==> src/rtl/daq_fmt_pkg.sv <==
// -----------------------------------------------------------------------------
// daq_fmt_pkg
// Shared constants and types for the DAQ frame formatter.
//   - K-character words for filler (comma), start-of-frame and end-of-frame
//   - DOUT_K flag patterns for K words and plain data words
//   - header/trailer identifier nibbles
//   - formatter FSM state enum
//   - CRC-16-CCITT polynomial and seed
// Ports: none (package).
// Optional feature macro used by the importing files: DAQFMT_CRC_EN.
// -----------------------------------------------------------------------------
package daq_fmt_pkg;

  // K-character words sent on the GTX path
  localparam logic [15:0] K_IDLE  = 16'h50BC;
  localparam logic [15:0] K_SOF   = 16'hFBFB;
  localparam logic [15:0] K_EOF   = 16'hFDFD;

  // DOUT_K patterns: [1] flags DOUT[15:8], [0] flags DOUT[7:0]
  localparam logic [1:0]  KF_IDLE = 2'b01;
  localparam logic [1:0]  KF_FULL = 2'b11;
  localparam logic [1:0]  KF_DATA = 2'b00;

  // identifier nibbles in the top of header / trailer words
  localparam logic [3:0]  HDR_H1  = 4'hA;
  localparam logic [3:0]  HDR_H2  = 4'hB;
  localparam logic [3:0]  HDR_H3  = 4'hC;
  localparam logic [3:0]  HDR_TRL = 4'hE;

  // CRC-16-CCITT, MSB first, no reflection, no final xor
  localparam logic [15:0] CRC_POLY = 16'h1021;
  localparam logic [15:0] CRC_INIT = 16'hFFFF;

  // Each state names the word currently presented on DOUT
  typedef enum logic [3:0] {
    ST_IDLE,
    ST_SOF,
    ST_H1,
    ST_H2,
    ST_H3,
    ST_DATA,
    ST_CRC,
    ST_TRL,
    ST_EOF,
    ST_GAP
  } fmt_state_t;

endpackage

==> src/rtl/crc16_ccitt_w16.sv <==
// -----------------------------------------------------------------------------
// crc16_ccitt_w16
// Combinational next-state of a CRC-16-CCITT register after absorbing one
// 16-bit word, MSB first.
// Ports:
//   crc      in  16  current CRC register value
//   data     in  16  word being absorbed
//   crc_next out 16  CRC register value after the word
// Only instantiated when DAQFMT_CRC_EN is defined.
// -----------------------------------------------------------------------------
module crc16_ccitt_w16
  import daq_fmt_pkg::*;
(
  input  logic [15:0] crc,
  input  logic [15:0] data,
  output logic [15:0] crc_next
);

  // Sixteen serial LFSR steps unrolled; data bit 15 enters first
  always_comb begin
    logic [15:0] c;
    c = crc;
    for (int i = 15; i >= 0; i--) begin
      if (c[15] ^ data[i]) begin
        c = {c[14:0], 1'b0} ^ CRC_POLY;
      end else begin
        c = {c[14:0], 1'b0};
      end
    end
    crc_next = c;
  end

endmodule

==> src/rtl/daq_frame_formatter.sv <==
// -----------------------------------------------------------------------------
// daq_frame_formatter
// Reads complete events (NSAMP*NGRP words of 192 bits) from the upstream
// channel FIFO and serialises each one as a framed stream of 16-bit words:
//   SOF, H1 {A,BOARD_ID}, H2 {B,L1A[23:12]}, H3 {C,L1A[11:0]},
//   data sub-words, [CRC], TRL {E,word count}, EOF, then GAP_CYC fillers.
// Outside frames comma filler 16'h50BC is sent. TX_RDY=0 freezes the stream.
// Ports:
//   CLK       in   1    clock
//   RST       in   1    synchronous active-high reset
//   EVT_AVAIL in   1    FIFO holds at least one complete event
//   FIFO_DIN  in   192  FIFO read data, valid the cycle after RDFIFO
//   RDFIFO    out  1    FIFO read strobe, one pulse per word
//   TX_RDY    in   1    downstream accepts DOUT this cycle
//   DOUT      out  16   output word
//   DOUT_K    out  2    K flags for DOUT high / low byte
//   FRM_ACT   out  1    high from SOF through EOF
//   L1A_CNT   out  24   frames started since reset
// Build option: define DAQFMT_CRC_EN to insert a CRC-16-CCITT word (covering
// H1 through the last data word) between the data and the trailer.
// -----------------------------------------------------------------------------
module daq_frame_formatter
  import daq_fmt_pkg::*;
#(
  parameter int          NSAMP    = 8,
  parameter int          NGRP     = 6,
  parameter logic [11:0] BOARD_ID = 12'h000,
  parameter int          GAP_CYC  = 4
) (
  input  logic         CLK,
  input  logic         RST,
  input  logic         EVT_AVAIL,
  input  logic [191:0] FIFO_DIN,
  output logic         RDFIFO,
  input  logic         TX_RDY,
  output logic [15:0]  DOUT,
  output logic [1:0]   DOUT_K,
  output logic         FRM_ACT,
  output logic [23:0]  L1A_CNT
);

  localparam int             NWORDS    = NSAMP * NGRP;
  localparam int             NSUB      = 12;
  localparam int             WCW       = (NWORDS > 1) ? $clog2(NWORDS) : 1;
  localparam int             GW        = (GAP_CYC > 2) ? $clog2(GAP_CYC) : 1;
  localparam logic [WCW-1:0] LAST_WORD = WCW'(NWORDS - 1);
  localparam logic [11:0]    DATA_CNT  = 12'(NWORDS * NSUB);
  localparam logic [GW-1:0]  GAP_LOAD  = GW'((GAP_CYC > 1) ? (GAP_CYC - 2) : 0);

  fmt_state_t      state;
  logic [15:0]     dout_q;
  logic [1:0]      k_q;
  logic            frm_q;
  logic [23:0]     l1a_q;
  logic [191:0]    shift_q;
  logic [191:0]    hold_q;
  logic            rd_dly;
  logic [3:0]      sub_idx;
  logic [WCW-1:0]  word_idx;
  logic [GW-1:0]   gap_left;
  logic [191:0]    next_word;

  assign DOUT    = dout_q;
  assign DOUT_K  = k_q;
  assign FRM_ACT = frm_q;
  assign L1A_CNT = l1a_q;

  // Read strobe is decoded from the registered state and qualified by TX_RDY,
  // so a read only happens on the cycle the state machine actually advances:
  // the first word is requested while SOF is accepted, each following word
  // while sub-word 10 of the previous one is accepted.
  assign RDFIFO = TX_RDY &&
                  ((state == ST_SOF) ||
                   ((state == ST_DATA) && (sub_idx == 4'd10) && (word_idx != LAST_WORD)));

  // A prefetched word can be needed on the same edge that would capture it
  // into the hold register, so the FIFO bus is forwarded directly then.
  assign next_word = rd_dly ? FIFO_DIN : hold_q;

  // Hold register follows the FIFO read latency and ignores backpressure:
  // the FIFO presents data exactly one cycle after the strobe.
  always_ff @(posedge CLK) begin
    if (RST) begin
      rd_dly <= 1'b0;
      hold_q <= '0;
    end else begin
      rd_dly <= RDFIFO;
      if (rd_dly) begin
        hold_q <= FIFO_DIN;
      end
    end
  end

`ifdef DAQFMT_CRC_EN
  logic [15:0] crc_q;
  logic [15:0] crc_next;

  crc16_ccitt_w16 u_crc (
    .crc      (crc_q),
    .data     (dout_q),
    .crc_next (crc_next)
  );

  // Seed on frame start, then absorb every accepted H1..data word
  always_ff @(posedge CLK) begin
    if (RST) begin
      crc_q <= CRC_INIT;
    end else if (TX_RDY) begin
      case (state)
        ST_SOF:                         crc_q <= CRC_INIT;
        ST_H1, ST_H2, ST_H3, ST_DATA:   crc_q <= crc_next;
        default:                        crc_q <= crc_q;
      endcase
    end
  end
`endif

  // Framing FSM: one step per accepted word; each branch loads the word that
  // the next state presents, so DOUT/DOUT_K/FRM_ACT are all registered.
  always_ff @(posedge CLK) begin
    if (RST) begin
      state    <= ST_IDLE;
      dout_q   <= K_IDLE;
      k_q      <= KF_IDLE;
      frm_q    <= 1'b0;
      l1a_q    <= '0;
      shift_q  <= '0;
      sub_idx  <= '0;
      word_idx <= '0;
      gap_left <= '0;
    end else if (TX_RDY) begin
      case (state)
        ST_IDLE: begin
          if (EVT_AVAIL) begin
            state  <= ST_SOF;
            dout_q <= K_SOF;
            k_q    <= KF_FULL;
            frm_q  <= 1'b1;
            l1a_q  <= l1a_q + 24'd1;
          end
        end
        ST_SOF: begin
          state  <= ST_H1;
          dout_q <= {HDR_H1, BOARD_ID};
          k_q    <= KF_DATA;
        end
        ST_H1: begin
          state  <= ST_H2;
          dout_q <= {HDR_H2, l1a_q[23:12]};
        end
        ST_H2: begin
          state  <= ST_H3;
          dout_q <= {HDR_H3, l1a_q[11:0]};
        end
        ST_H3: begin
          state    <= ST_DATA;
          shift_q  <= next_word;
          dout_q   <= next_word[15:0];
          sub_idx  <= '0;
          word_idx <= '0;
        end
        ST_DATA: begin
          if (sub_idx != 4'(NSUB - 1)) begin
            shift_q <= shift_q >> 16;
            dout_q  <= shift_q[31:16];
            sub_idx <= sub_idx + 4'd1;
          end else if (word_idx == LAST_WORD) begin
`ifdef DAQFMT_CRC_EN
            state  <= ST_CRC;
            dout_q <= crc_next;
`else
            state  <= ST_TRL;
            dout_q <= {HDR_TRL, DATA_CNT};
`endif
          end else begin
            shift_q  <= next_word;
            dout_q   <= next_word[15:0];
            sub_idx  <= '0;
            word_idx <= word_idx + WCW'(1);
          end
        end
        ST_CRC: begin
          state  <= ST_TRL;
          dout_q <= {HDR_TRL, DATA_CNT};
        end
        ST_TRL: begin
          state  <= ST_EOF;
          dout_q <= K_EOF;
          k_q    <= KF_FULL;
        end
        ST_EOF: begin
          // The IDLE cycle that launches the next SOF is the last filler of
          // the gap, so GAP itself presents GAP_CYC-1 fillers.
          dout_q   <= K_IDLE;
          k_q      <= KF_IDLE;
          frm_q    <= 1'b0;
          gap_left <= GAP_LOAD;
          state    <= (GAP_CYC > 1) ? ST_GAP : ST_IDLE;
        end
        ST_GAP: begin
          if (gap_left == '0) begin
            state <= ST_IDLE;
          end else begin
            gap_left <= gap_left - GW'(1);
          end
        end
        default: begin
          state  <= ST_IDLE;
          dout_q <= K_IDLE;
          k_q    <= KF_IDLE;
          frm_q  <= 1'b0;
        end
      endcase
    end
  end

endmodule

==> config.mk <==
export PLATFORM = sky130hd
export DESIGN_NAME = daq_frame_formatter
export DESIGN_NICKNAME = d
export VERILOG_FILES = /design/src/rtl/daq_fmt_pkg.sv /design/src/rtl/crc16_ccitt_w16.sv /design/src/rtl/daq_frame_formatter.sv
export SDC_FILE = /design/constraint.sdc
export NUM_CORES = 1
export LEC_CHECK = 0
export CAP_MARGIN = 10
export CORE_UTILIZATION = 46
export DETAILED_ROUTE_END_ITERATION = 6
export PLACE_DENSITY = 0.73
export SKIP_LAST_GASP = 1
export SYNTH_ARGS = -nofsm -noshare
export SYNTH_HDL_FRONTEND = slang
export SYNTH_SLANG_ARGS = --single-unit
==> constraint.sdc <==
create_clock -name CLK -period 2.2 [get_ports CLK]
set_clock_uncertainty 0.15 [all_clocks]
set_input_delay 0.22 -clock CLK [delete_from_list [all_inputs] [get_ports CLK]]
set_output_delay 0.22 -clock CLK [all_outputs]
set_load 0.005 [all_outputs]
[Word-level counts from Yosys, hierarchy flattened]
Index checks and enable logic that the tools add are counted.
W data, S select, Z words.
Storage, ports and cells
  logic and storage cells: 81
  bits in registers: 444
  input port bits: 196
Operators by class
  mux-type cells: 25
  eq/ne operators: 20
  bitwise logic cells: 3
  $add $sub $neg: 4
  reduce and logical (&&, ||, !) cells: 18
Operator list (count)
  $mux W192: 3
  $pmux W192 S2: 1
  $pmux W16 S9: 1
  $mux W16: 3
  $pmux W4 S10: 1
  $add A24 B1 Y24 const B: 1
  $mux W4: 6
  $reduce_and A3 Y1: 6
  $eq A4 B3 Y1 const B: 4
  $eq A4 B4 Y1 const B: 3
  $mux W6: 2
  $pmux W6 S2: 1
  $ne A2 B2 Y1 const B: 5
  $eq A4 B2 Y1 const B: 2
  $pmux W2 S4: 1
  $pmux W4 S2: 1
  $reduce_or A8 Y1: 1
  $add A6 B1 Y6 const B: 1
  $eq A6 B6 Y1 const B: 1
  $ne A6 B6 Y1 const B: 1
  $reduce_or A6 Y1: 1
  $reduce_and A5 Y1: 1
  $add A4 B1 Y4 const B: 1
  $eq A4 B1 Y1 const B: 1
  15 further kinds: 21

[Longest topological paths before layout]
Gate-level depths: netlist of run 1.
  depth after elaboration: 5
  gate-level depth with buffers: 8
  depth with buffers taken out: 7

[Least setup slack after synthesis of run 1]
No wires, ideal clock.
  kind: register to register
  start: register sub_idx[1]
  end: register dout_q[10], in the netlist DOUT[10]
  stages on the path, launching flop included: 8
  buffers on the path: 1
  arrival time: 1.774 ns
  setup slack: 0.181 ns
  required time: 1.955 ns
  clock period less this slack: 2.019 ns
  cell sequence: dfxtp_1 -> ha_1 -> nand3b_4 -> o21bai_2 -> a211oi_1 -> clkbuf_2 -> nand2b_1 -> a221oi_1
Between the ends
  cells in the longest elaborated chain, start to end: 3
Ends and longest elaborated chain
  from (decl): line daq_frame_formatter.sv:58  | logic [3:0] sub_idx;
  from (signal assigned): line daq_frame_formatter.sv:166  | sub_idx <= sub_idx + 4'd1;
  $ne A4 B4 Y1: line daq_frame_formatter.sv:163  | if (sub_idx != 4'(NSUB - 1)) begin
  $mux W16: line daq_frame_formatter.sv:163
  $pmux W16 S9: line daq_frame_formatter.sv:132  | case (state)
  to (signal assigned): line daq_frame_formatter.sv:144  | dout_q <= {HDR_H1, BOARD_ID};
  to (signal assigned): line daq_frame_formatter.sv:165  | dout_q <= shift_q[31:16];
  to (signal assigned): line daq_frame_formatter.sv:173  | dout_q <= {HDR_TRL, DATA_CNT};
  to (decl): line daq_frame_formatter.sv:51  | logic [15:0] dout_q;
No other way between the ends.
A chain may end at the register's enable or synchronous reset.

[Final worst setup path of run 1]
  start: register sub_idx[0]
  end: register shift_q[48]
Between the ends
  cells in the longest elaborated chain, start to end: 3
Ends and longest elaborated chain
  $ne A4 B4 Y1 (*): line daq_frame_formatter.sv:163
  $ne A3 B3 Y1 (no source line) or $mux W192 (tied branches)
  $reduce_and A3 Y1 (no source line) or $pmux W192 S2 (tied branches)
  to (signal assigned): line daq_frame_formatter.sv:157  | shift_q <= next_word;
  to (signal assigned): line daq_frame_formatter.sv:164  | shift_q <= shift_q >> 16;
  to (signal assigned): line daq_frame_formatter.sv:176  | shift_q <= next_word;
  to (decl): line daq_frame_formatter.sv:55  | logic [191:0] shift_q;
Mark *: on every way between the ends. The rest lies on a longest branch, timed or not.

==> key figures, run 1 <==
Run status
  – Outcome: finished clean

Power
  – Pleak: 8.598 nW
  – Pwr/cell area: 749.3 mW/mm^2
  – Max VDD drop: 506.9 uV

Floorplan
  – Core area: 0.03687 sq mm
  – Die area: 0.03851 sq mm
  – Io pins: 240
  – Die X: 196.2 microns
  – FP Rows: 70
  – Initial Utilization: 0.4707
  – Die height: 196.2 microns

Yosys
  – Post-synthesis cell area: 0.01736 sq mm
  – Register area share after synthesis: 0.4937
  – YS warnings: 0
  – Cell taking the most area after synthesis: dfxtp_1
  – Yosys reg bits: 428
  – Post-synth net total: 2,176
  – Average cell area after synthesis: 8.788 sq um
  – Synth top area cells: dfxtp_1 49%, mux2i_1 11%, nand2_1 7.8%
  – Synth top area share: 0.4937
  – Ys flop type: dfxtp_1
  – Syn Inst Count: 1,975
  – EDFF count, synth: 0
  – Library cells used by synthesis: 63
  – Count leader, synth: dfxtp_1
  – Asr flop ratio synth: 0
  – Commonest cells post-synth: 428 x dfxtp_1, 359 x nand2_1, 233 x nor2_1

Critical path
  – Reg2reg end: shift_q[48]$_SDFFE_PP0P_
  – Worst Setup Path Type: flop to flop
  – CP Max Fanout: 80
  – Reg2reg setup slack: 0.07 ns
  – Setup crit start kind: flop
  – Worst Setup EP: shift_q[48]$_SDFFE_PP0P_
  – Crit path capture type: flop
  – Worst reg2reg path startpoint: sub_idx[0]$_SDFFE_PP0P_
  – Critical Path Source: sub_idx[0]$_SDFFE_PP0P_
  – CP required: 2.49 ns
  – Crit path DAT: 2.42 ns
  – Reg2Reg Depth: 6

CTS
  – Worst-case clock buffer depth: 3
  – Clk root buf: clkbuf_16
  – H-tree depth: 2
  – Clock Latency Late Sink: 0.54 ns
  – TritonCTS clock tree: built
  – CTS Sinks: 428
  – CTS clk-pin slew, worst paths: 0.06 ns
  – CTS Buf Count: 43

Placement
  – Routability congestion estimate from global placement: 0.8472
  – Post-Place Worst Slack: -0.1905 ns
  – Placed cells: 2,647
  – DP Area: 0.02079 sq mm
  – Port bufs: 239
  – DP HPWL: 32,840 microns

Finish
  – Final Non-Filler Cells: 2,731
  – Fillers: 3,093
  – Register Area: 0.008582 sq mm
  – Post-Layout Inst Area: 0.02242 sq mm
  – Final net count: 2,394
  – Fraction of layout cells with a size suffix above 1: 0.09609
  – Number of diodes: 0
  – Multi-input gate area: 0.008138 sq mm
  – Final core occ: 0.6080
  – P&R area growth vs syn: 29.17%

Drt
  – Via Count: 14,706
  – Residual DRC count: 0
  – Drt initial violations: 1,175
  – 1st-pass router iterations: 6
  – Via density per instance: 5.385
  – Routed WL: 46,330 microns
  – Number of routed nets with antenna violations: 0
  – WL/cell: 16.96 microns

Timing
  – Peak Freq: 0.4693 GHz
  – Period utilization: 0.9685
  – Final count of hold timing violations: 0
  – Crit path time final: 2.131 ns
  – RSZ-0062 raised after global routing: true
  – Final worst slack: 0.06923 ns
  – Count of pins over their slew limit: 0
  – Final setup viols: 0
  – Pin slew with the least headroom to its limit: 0.6654 ns
  – Max_slew headroom: 0.5564

Global routing
  – Pin count of the biggest net entering global routing: 139
  – First-pass GRT wire length: 73,000 microns
  – Overflow after GRT: 0
  – GRT Util Overall: 0.2342
  – Initial antenna violation count: 0
  – Vias in the first global route: 14,156

Run
  – Max-cap viol count: 0

Min path
  – Hold/Removal Path Class: input pin to flop
## flip-flops by register name, indices dropped and copies added, names as in the netlist
register / flops
DOUT: 16
shift_q: 176
gap_left: 2
DOUT_K: 2
state: 4
hold_q: 192
L1A_CNT: 24
sub_idx: 4
word_idx: 6
FRM_ACT: 1
rd_dly: 1
## kinds of logic after synthesis
| family | after synthesis | share of synthesized area |
|---|---|---|
| fa+ha+maj | 5 | 0.003605 |
| compound gates | 455 | 0.1699 |
| simple gates | 690 | 0.1649 |
| buf+inv | 178 | 0.04268 |
| flops | 428 | 0.4937 |
| mux | 198 | 0.1146 |
| xor+xnor | 21 | 0.01060 |
## worst min-delay path by stage
stage                     slack [ns]                      start                         to  depth (start not counted)
after floorplan                 0.23               FIFO_DIN[10]      hold_q[10]$_SDFF_PP0_                          2
after global placement          0.29  shift_q[125]$_SDFFE_PP0P_  shift_q[125]$_SDFFE_PP0P_                          2
after detailed placement        0.29  shift_q[125]$_SDFFE_PP0P_  shift_q[125]$_SDFFE_PP0P_                          2
after CTS                       0.18              FIFO_DIN[181]     hold_q[181]$_SDFF_PP0_                          3
after global routing            0.19              FIFO_DIN[160]     hold_q[160]$_SDFF_PP0_                          3
final                           0.19              FIFO_DIN[181]     hold_q[181]$_SDFF_PP0_                          3
## critical path, stage by stage, from the launching register on
cell and delay (ns):
dfxtp_2 0.36, ha_2 0.22, nand3b_4 0.13, o41ai_4 0.50, buf_12 0.36, nand2_1 0.11
a21oi_1 0.16
## repair_timing
| item | 4_1_cts | 5_1_grt |
|---|---|---|
| hold buffers | 1 | 0 |
| setup endpoints to repair | 18 | 181 |
| pin swaps | 1 | 2 |
| hold endpoints to repair | 37 | 0 |
| resized for setup | 12 | 17 |
| setup buffers | 1 | 3 |
## per-layer routing
layer / global-route usage / vias up / wire (microns)
met2: 0.3849 / 432 / 21460
met1: 0.3167 / 6882 / 20880
met3: 0.03129 / 93 / 2612
li1: - / 7299 / -
met4: 0.07813 / 0 / 1378
met5: 0 / - / 0
## area by class of cell
| type | instances | share of cell area |
|---|---|---|
| timing repair buffer | 339 | 0.1567 |
| sequential | 428 | 0.3828 |
| clock inverter | 10 | 0.005079 |
| clock buffer | 69 | 0.06229 |
| tap | 504 | 0.02813 |
| multi-input combinational | 1369 | 0.3630 |
| inverter | 12 | 0.002009 |
## stage by stage
stage                     TNS (ns)  hold slack [ns]  total power [mW]
after floorplan                  0           0.2289             8.681
after global placement      -15.07           0.2881             9.360
after detailed placement    -24.61           0.2948             9.379
after CTS                 -0.08905           0.1762             16.90
after global routing       -0.2235           0.1879             17.40
final                            0           0.1905             16.80
## placed cells by master, fill, tap and decap left out, types with 9 or more instances in the layout
master	n
nand2_1	357
buf_4	69
nand3_1	15
nand2b_1	12
or3_1	9
clkbuf_8	18
a22o_1	18
mux2i_1	193
clkbuf_16	45
dfxtp_1	419
a21oi_1	193
clkdlybuf4s50_1	237
buf_12	29
nor2b_1	9
o21ai_0	22
a221oi_1	10
a211oi_1	9
inv_1	11
o211ai_1	166
xnor2_1	16
nor2_1	233
nor3_1	14
## power by group
group | leakage (nW) | switching, mW | total [mW] | internal, mW
Clock | 0.747 | 2.99 | 7.58 | 4.58
Combinational | 4.39 | 0.605 | 1.28 | 0.674
Sequential | 3.46 | 0.0673 | 7.94 | 7.87
Total | 8.60 | 3.66 | 16.8 | 13.1
(Power assumes the default switching activity.)
==> run 2: changes to the inputs <==
--- a/config.mk
+++ b/config.mk
@@ -9,6 +9,7 @@
 export CORE_UTILIZATION = 46
 export DETAILED_ROUTE_END_ITERATION = 6
 export PLACE_DENSITY = 0.73
+export SKIP_CTS_REPAIR_TIMING = 1
 export SKIP_LAST_GASP = 1
 export SYNTH_ARGS = -nofsm -noshare
 export SYNTH_HDL_FRONTEND = slang
==> run 2 against run 1 <==
Compared with the run above:
- cell count up 0.15%
- power is 0.10% higher
- die area is the same
- via count up 0.95%
- register-to-register slack got worse by 0.03 ns
- wire length is 1.2% higher
- fmax shrank 1.5%
- design area rose by 0.26%
- clock power barely moved
- non-clock buffer count increased by 4
- critical path depth up 1
- sequential power barely moved
- critical path type unchanged
- largest power group unchanged
==> key figures, run 2 (same netlist as run 1, synthesis figures left out) <==
Placement
  – Port bufs: 239 (unchanged)
  – Post-Place Worst Slack: -0.1905 ns (unchanged)
  – Routability congestion estimate from global placement: 0.8472 (unchanged)
  – DP Area: 0.02079 sq mm (unchanged)
  – DP HPWL: 32,840 microns (unchanged)

Drt
  – Drt initial violations: 1,175 (unchanged)
  – Routed WL: 46,900 microns (+1.2%)
  – Via density per instance: 5.428 (+0.80%)
  – Via Count: 14,845 (+0.95%)
  – Residual DRC count: 0 (unchanged)
  – WL/cell: 17.15 microns (+1.1%)
  – Number of routed nets with antenna violations: 0 (unchanged)
  – 1st-pass router iterations: 6 (unchanged)

Global routing
  – GRT Util Overall: 0.2335 (-0.0007359)
  – Vias in the first global route: 14,145 (-0.078%)
  – Pin count of the biggest net entering global routing: 139 (unchanged)
  – First-pass GRT wire length: 72,790 microns (-0.29%)
  – Initial antenna violation count: 0 (unchanged)
  – Overflow after GRT: 0 (unchanged)

Power
  – Final total power: 16.81 mW (+0.10%)
  – Max VDD drop: 508.9 uV (+0.39%)
  – Pleak: 8.647 nW (+0.57%)
  – Pwr/cell area: 748.1 mW/mm^2 (-0.16%)

Run status
  – Outcome: finished clean

Floorplan
  – Initial Utilization: 0.4707 (unchanged)
  – FP Rows: 70 (unchanged)
  – Io pins: 240 (unchanged)
  – Core area: 0.03687 sq mm (unchanged)
  – Die area: 0.03851 sq mm (unchanged)
  – Die X: 196.2 microns (unchanged)
  – Die height: 196.2 microns (unchanged)

Critical path
  – CP Max Fanout: 40 (-50%)
  – Critical Path Source: sub_idx[0]$_SDFFE_PP0P_
  – Crit path DAT: 2.46 ns (+0.04 ns)
  – Reg2reg setup slack: 0.04 ns (-0.03 ns)
  – Reg2Reg Depth: 7 (+1)
  – Worst reg2reg path startpoint: sub_idx[0]$_SDFFE_PP0P_
  – CP required: 2.50 ns (about the same)
  – Crit path capture type: flop
  – Setup crit start kind: flop
  – Reg2reg end: shift_q[60]$_SDFFE_PP0P_
  – Worst Setup Path Type: flop to flop

Timing
  – Count of pins over their slew limit: 0 (unchanged)
  – Max_slew headroom: 0.5679 (+0.01153)
  – Peak Freq: 0.4623 GHz (-1.5%)
  – Final setup viols: 0 (unchanged)
  – Crit path time final: 2.163 ns (+0.03226 ns)
  – Pin slew with the least headroom to its limit: 0.6481 ns (-0.01730 ns)
  – Final count of hold timing violations: 0 (unchanged)
  – Period utilization: 0.9832 (+0.01467)
  – Final worst slack: 0.03697 ns (-0.03226 ns)
  – Post-Route Setup TNS: 0 ns (unchanged)
  – RSZ-0062 raised after global routing: true

Finish
  – Number of diodes: 0 (unchanged)
  – Fraction of layout cells with a size suffix above 1: 0.09502 (-0.001069)
  – Most frequent cells in the layout: 424 x dfxtp_1, 357 x nand2_1, 237 x clkdlybuf4s50_1, 233 x nor2_1
  – Largest Register: hold_q
  – Fillers: 3,089 (-0.13%)
  – Final net count: 2,398 (+0.17%)
  – Commonest non-fill, non-tap cell in the layout: dfxtp_1
  – Final core occ: 0.6096 (+0.001595)
  – Post-Layout Inst Area: 0.02248 sq mm (+0.26%)
  – P&R area growth vs syn: 29.51%
  – Max reg flops: 192 (unchanged)

Run
  – Max-cap viol count: 0 (unchanged)

CTS
  – Worst-case clock buffer depth: 3 (unchanged)
  – TritonCTS clock tree: built
  – H-tree depth: 2 (unchanged)
  – CTS clk-pin slew, worst paths: 0.06 ns (about the same)
  – Clock Latency Late Sink: 0.54 ns (about the same)
  – CTS Buf Count: 43 (unchanged)
  – CTS Sinks: 428 (unchanged)
  – Clk root buf: clkbuf_16

Min path
  – Min-delay src: FIFO_DIN[35]
  – Worst hold path depth: 3 (unchanged)
  – Worst Hold Path EP: hold_q[35]$_SDFF_PP0_
  – Hold/Removal Path Class: input pin to flop
==> run 2: cell types whose count changed in the layout (fill, tap and decap cells not counted), sizes merged <==
cell and delta:
buf +3, dlymetal6s2s +1
==> run 2: stage by stage <==
stage,cells,hold WS (ns)
global route,2735,0.1879
CTS,2726,-0.08614
global placement,2647,0.2881
floorplan,1975,0.2289
detailed placement,2647,0.2948
finish,2735,0.1890
==> run 2: routing by layer <==
| metal | up-vias | global-route usage | part of all wire |
|---|---|---|---|
| li1 | 7311 | - | - |
| met2 | 447 | 0.3838 | 0.47 |
| met1 | 6995 | 0.3154 | 0.45 |
| met3 | 92 | 0.03129 | 0.054 |
| met5 | - | 0 | 0 |
| met4 | 0 | 0.07813 | 0.029 |
==> run 2: worst max-delay path by stage <==
stage / end / slack (ns)
global placement: shift_q[136]$_SDFFE_PP0P_ / -0.14
floorplan: DOUT[10]$_SDFFE_PP0P_ / 0.18
global route: shift_q[93]$_SDFFE_PP0P_ / -0.03
CTS: RDFIFO / -0.52
finish: shift_q[60]$_SDFFE_PP0P_ / 0.04
detailed placement: shift_q[182]$_SDFFE_PP0P_ / -0.19
==> run 2: cell type report <==
class                      count  area (sq um)  area share
inverter                      12         45.04    0.002004
tap                          504         630.6     0.02806
clock buffer                  69          1396     0.06212
multi-input combinational   1369          8128      0.3616
sequential                   428          8576      0.3815
timing repair buffer         343          3587      0.1596
clock inverter                10         113.9    0.005066
==> run 2: worst max-delay path, stage by stage, from the launching register on <==
cell	delay, ns
dfxtp_1	0.40
ha_2	0.24
nand3b_4	0.14
o41ai_4	0.48
buf_4	0.24
buf_12	0.23
nand2_1	0.08
a21oi_1	0.13
==> run 2: report_power, final <==
group / internal [mW] / total [mW] / switching, mW
clock network: 4.58 / 7.58 / 3.00
logic: 0.680 / 1.29 / 0.610
registers: 7.87 / 7.94 / 0.0673
total: 13.1 / 16.8 / 3.68
==> run 3: changes to the inputs <==
--- a/config.mk
+++ b/config.mk
@@ -6,6 +6,7 @@
 export NUM_CORES = 1
 export LEC_CHECK = 0
 export CAP_MARGIN = 10
+export CORE_MARGIN = 4
 export CORE_UTILIZATION = 46
 export DETAILED_ROUTE_END_ITERATION = 6
 export PLACE_DENSITY = 0.73
==> run 3 against run 2 <==
Compared with the run above:
- setup slack worse by 0.036 ns
- power down 1.4%
- combinational power is essentially flat
- register-to-register slack worse by 0.04 ns
==> key figures, run 3 (same netlist as run 1, synthesis figures left out) <==
Critical path
  – Reg2Reg Depth: 11 (+4)
  – Reg2reg setup slack: 0.0005 ns (-0.04 ns)
  – Crit path capture type: flop
  – Worst Setup Path Type: flop to flop
  – Top delay family on crit path: buffers and inverters
  – CP max stage cell: dfxtp_2
  – Most frequent CP cell: buf_4
  – CP bufs+invs: 6 (+4)
  – CP required: 2.45 ns (-0.05 ns)
  – Max stage delay on crit path: 0.35 ns (-0.13 ns)
  – Setup crit start kind: flop
  – Worst reg2reg path startpoint: word_idx[1]$_SDFFE_PP0P_
  – CP Max Fanout: 5 (-88%)
  – CP Cell Sequence: ha_4, nand3_4, buf_6, buf_4, o41ai_4, buf_6, buf_4, buf_2, buf_4, xnor2_1, nor3_1
  – Reg2reg end: sub_idx[0]$_SDFFE_PP0P_
  – Crit path DAT: 2.45 ns (about the same)

Min path
  – Min-delay src: FIFO_DIN[183]
  – Worst hold path depth: 3 (unchanged)
  – Hold/Removal Path Class: input pin to flop
  – Worst Hold Path EP: hold_q[183]$_SDFF_PP0_

Finish
  – Max reg flops: 192 (unchanged)
  – Number of diodes: 0 (unchanged)
  – P&R area growth vs syn: 30.62%
  – Fillers: 3,073 (-0.52%)
  – Final net count: 2,414 (+0.67%)
  – Register Area: 0.008579 sq mm (about the same)
  – Commonest non-fill, non-tap cell in the layout: dfxtp_1
  – Largest Register: hold_q
  – Fraction of layout cells with a size suffix above 1: 0.09902 (+0.003994)
  – Most frequent cells in the layout: 423 x dfxtp_1, 358 x nand2_1, 237 x clkdlybuf4s50_1, 233 x nor2_1, 193 x mux2i_1
  – Multi-input gate area: 0.008144 sq mm (+0.20%)

CTS
  – CTS Sinks: 428 (unchanged)
  – H-tree depth: 2 (unchanged)
  – TritonCTS clock tree: built
  – Worst-case clock buffer depth: 3 (unchanged)
  – CTS clk-pin slew, worst paths: 0.06 ns (about the same)
  – Clk root buf: clkbuf_16
  – Clock Latency Late Sink: 0.54 ns (about the same)
  – CTS Buf Count: 44 (+2.3%)

Timing
  – Peak Freq: 0.4547 GHz (-1.7%)
  – Final count of hold timing violations: 0 (unchanged)
  – Crit path time final: 2.199 ns (+0.03642 ns)
  – Final worst slack: 0.0005440 ns (-0.03642 ns)
  – Count of pins over their slew limit: 0 (unchanged)
  – RSZ-0062 raised after global routing: true
  – Hold slack: 0.1797 ns (-0.009239 ns)
  – Max_slew headroom: 0.5396 (-0.02833)
  – Pin slew with the least headroom to its limit: 0.6906 ns (+0.04250 ns)
  – Final setup viols: 0 (unchanged)
  – Period utilization: 0.9998 (+0.01656)

Drt
  – 1st-pass router iterations: 5 (-1)
  – Residual DRC count: 0 (unchanged)
  – Via Count: 15,008 (+1.1%)
  – Routed WL: 49,030 microns (+4.5%)
  – Via density per instance: 5.465 (+0.69%)
  – Number of routed nets with antenna violations: 0 (unchanged)
  – WL/cell: 17.85 microns (+4.1%)
  – Drt initial violations: 1,059 (-9.9%)

Floorplan
  – Initial Utilization: 0.4707 (unchanged)
  – Die height: 202.2 microns (+3.1%)
  – Io pins: 240 (unchanged)
  – Core area: 0.03687 sq mm (unchanged)
  – FP Rows: 70 (unchanged)
  – Die X: 202.2 microns (+3.1%)
  – Die area: 0.04090 sq mm (+6.2%)

Global routing
  – M3 GR Usage: 0.03481 (+0.003527)
  – Met1 Track Usage GR: 0.2956 (-0.01983)
  – GR Layer Usage met2: 0.3634 (-0.02042)
  – Layer with the highest usage: met2
  – Overflow after GRT: 0 (unchanged)
  – Vias in the first global route: 14,296 (+1.1%)
  – GRT Util Overall: 0.2184 (-0.01511)
  – Pin count of the biggest net entering global routing: 153 (+10%)
  – First-pass GRT wire length: 74,840 microns (+2.8%)
  – Initial antenna violation count: 1 (+1)

Placement
  – Post-Place Worst Slack: -0.2434 ns (-0.05287 ns)
  – DP HPWL: 33,360 microns (+1.6%)
  – Port bufs: 239 (unchanged)
  – Routability congestion estimate from global placement: 0.8722 (+3.0%)

Run
  – Max-cap viol count: 0 (unchanged)

Run status
  – Outcome: finished clean

Power
  – Pleak: 8.743 nW (+1.1%)
  – Pwr/cell area: 731.7 mW/mm^2 (-2.2%)
  – Max VDD drop: 514.4 uV (+1.1%)
run 3: power by group:
| group | internal, mW | leakage [nW] | switching (mW) |
|---|---|---|---|
| sequential | 7.87 | 3.46 | 0.0637 |
| clock | 4.30 | 0.698 | 3.04 |
| combinational | 0.690 | 4.59 | 0.616 |
| total | 12.9 | 8.74 | 3.72 |
run 3: how the worst max path moves through the flow:
stage	start	to	slack, ns	cells past startpoint
2_1_floorplan	sub_idx[1]$_SDFFE_PP0P_	DOUT[10]$_SDFFE_PP0P_	0.18	7
3_3_place_gp	TX_RDY	shift_q[18]$_SDFFE_PP0P_	-0.18	7
6_report	word_idx[1]$_SDFFE_PP0P_	sub_idx[0]$_SDFFE_PP0P_	0.0005	11
4_1_cts	word_idx[0]$_SDFFE_PP0P_	RDFIFO	-0.54	6
5_1_grt	word_idx[1]$_SDFFE_PP0P_	sub_idx[0]$_SDFFE_PP0P_	-0.07	11
3_5_place_dp	TX_RDY	shift_q[45]$_SDFFE_PP0P_	-0.24	7
run 3: cell type report:
class                      instances  share of cell area
clock buffer                      58             0.05448
timing repair buffer             358              0.1700
sequential                       428              0.3785
inverter                          12            0.001987
clock inverter                    17            0.008003
tap                              504             0.02782
multi-input combinational       1369              0.3593
run 3: metrics by stage:
step                        util  TNS, ns  instance area (sq um)  power (mW)  cells
after floorplan                -        0                  17360       8.681   1975
after global placement    0.5637   -22.27                  20790       9.361   2647
after detailed placement  0.5637   -28.67                  20790       9.379   2647
after CTS                 0.6021   -6.655                  22200       16.68   2722
after global routing      0.6148   -3.794                  22670       17.15   2746
final                     0.6148        0                  22670       16.59   2746
run 3: per-layer routing:
| layer | share of wire | up-vias |
|---|---|---|
| met2 | 0.47 | 492 |
| li1 | - | 7335 |
| met5 | 0.00027 | - |
| met1 | 0.44 | 7089 |
| met3 | 0.062 | 90 |
| met4 | 0.026 | 2 |
run 3: tightest hold or removal path, stage by stage:
cell and delay (ns):
clkdlybuf4s50_1 0.39, mux2i_1 0.13, nor2_1 0.07
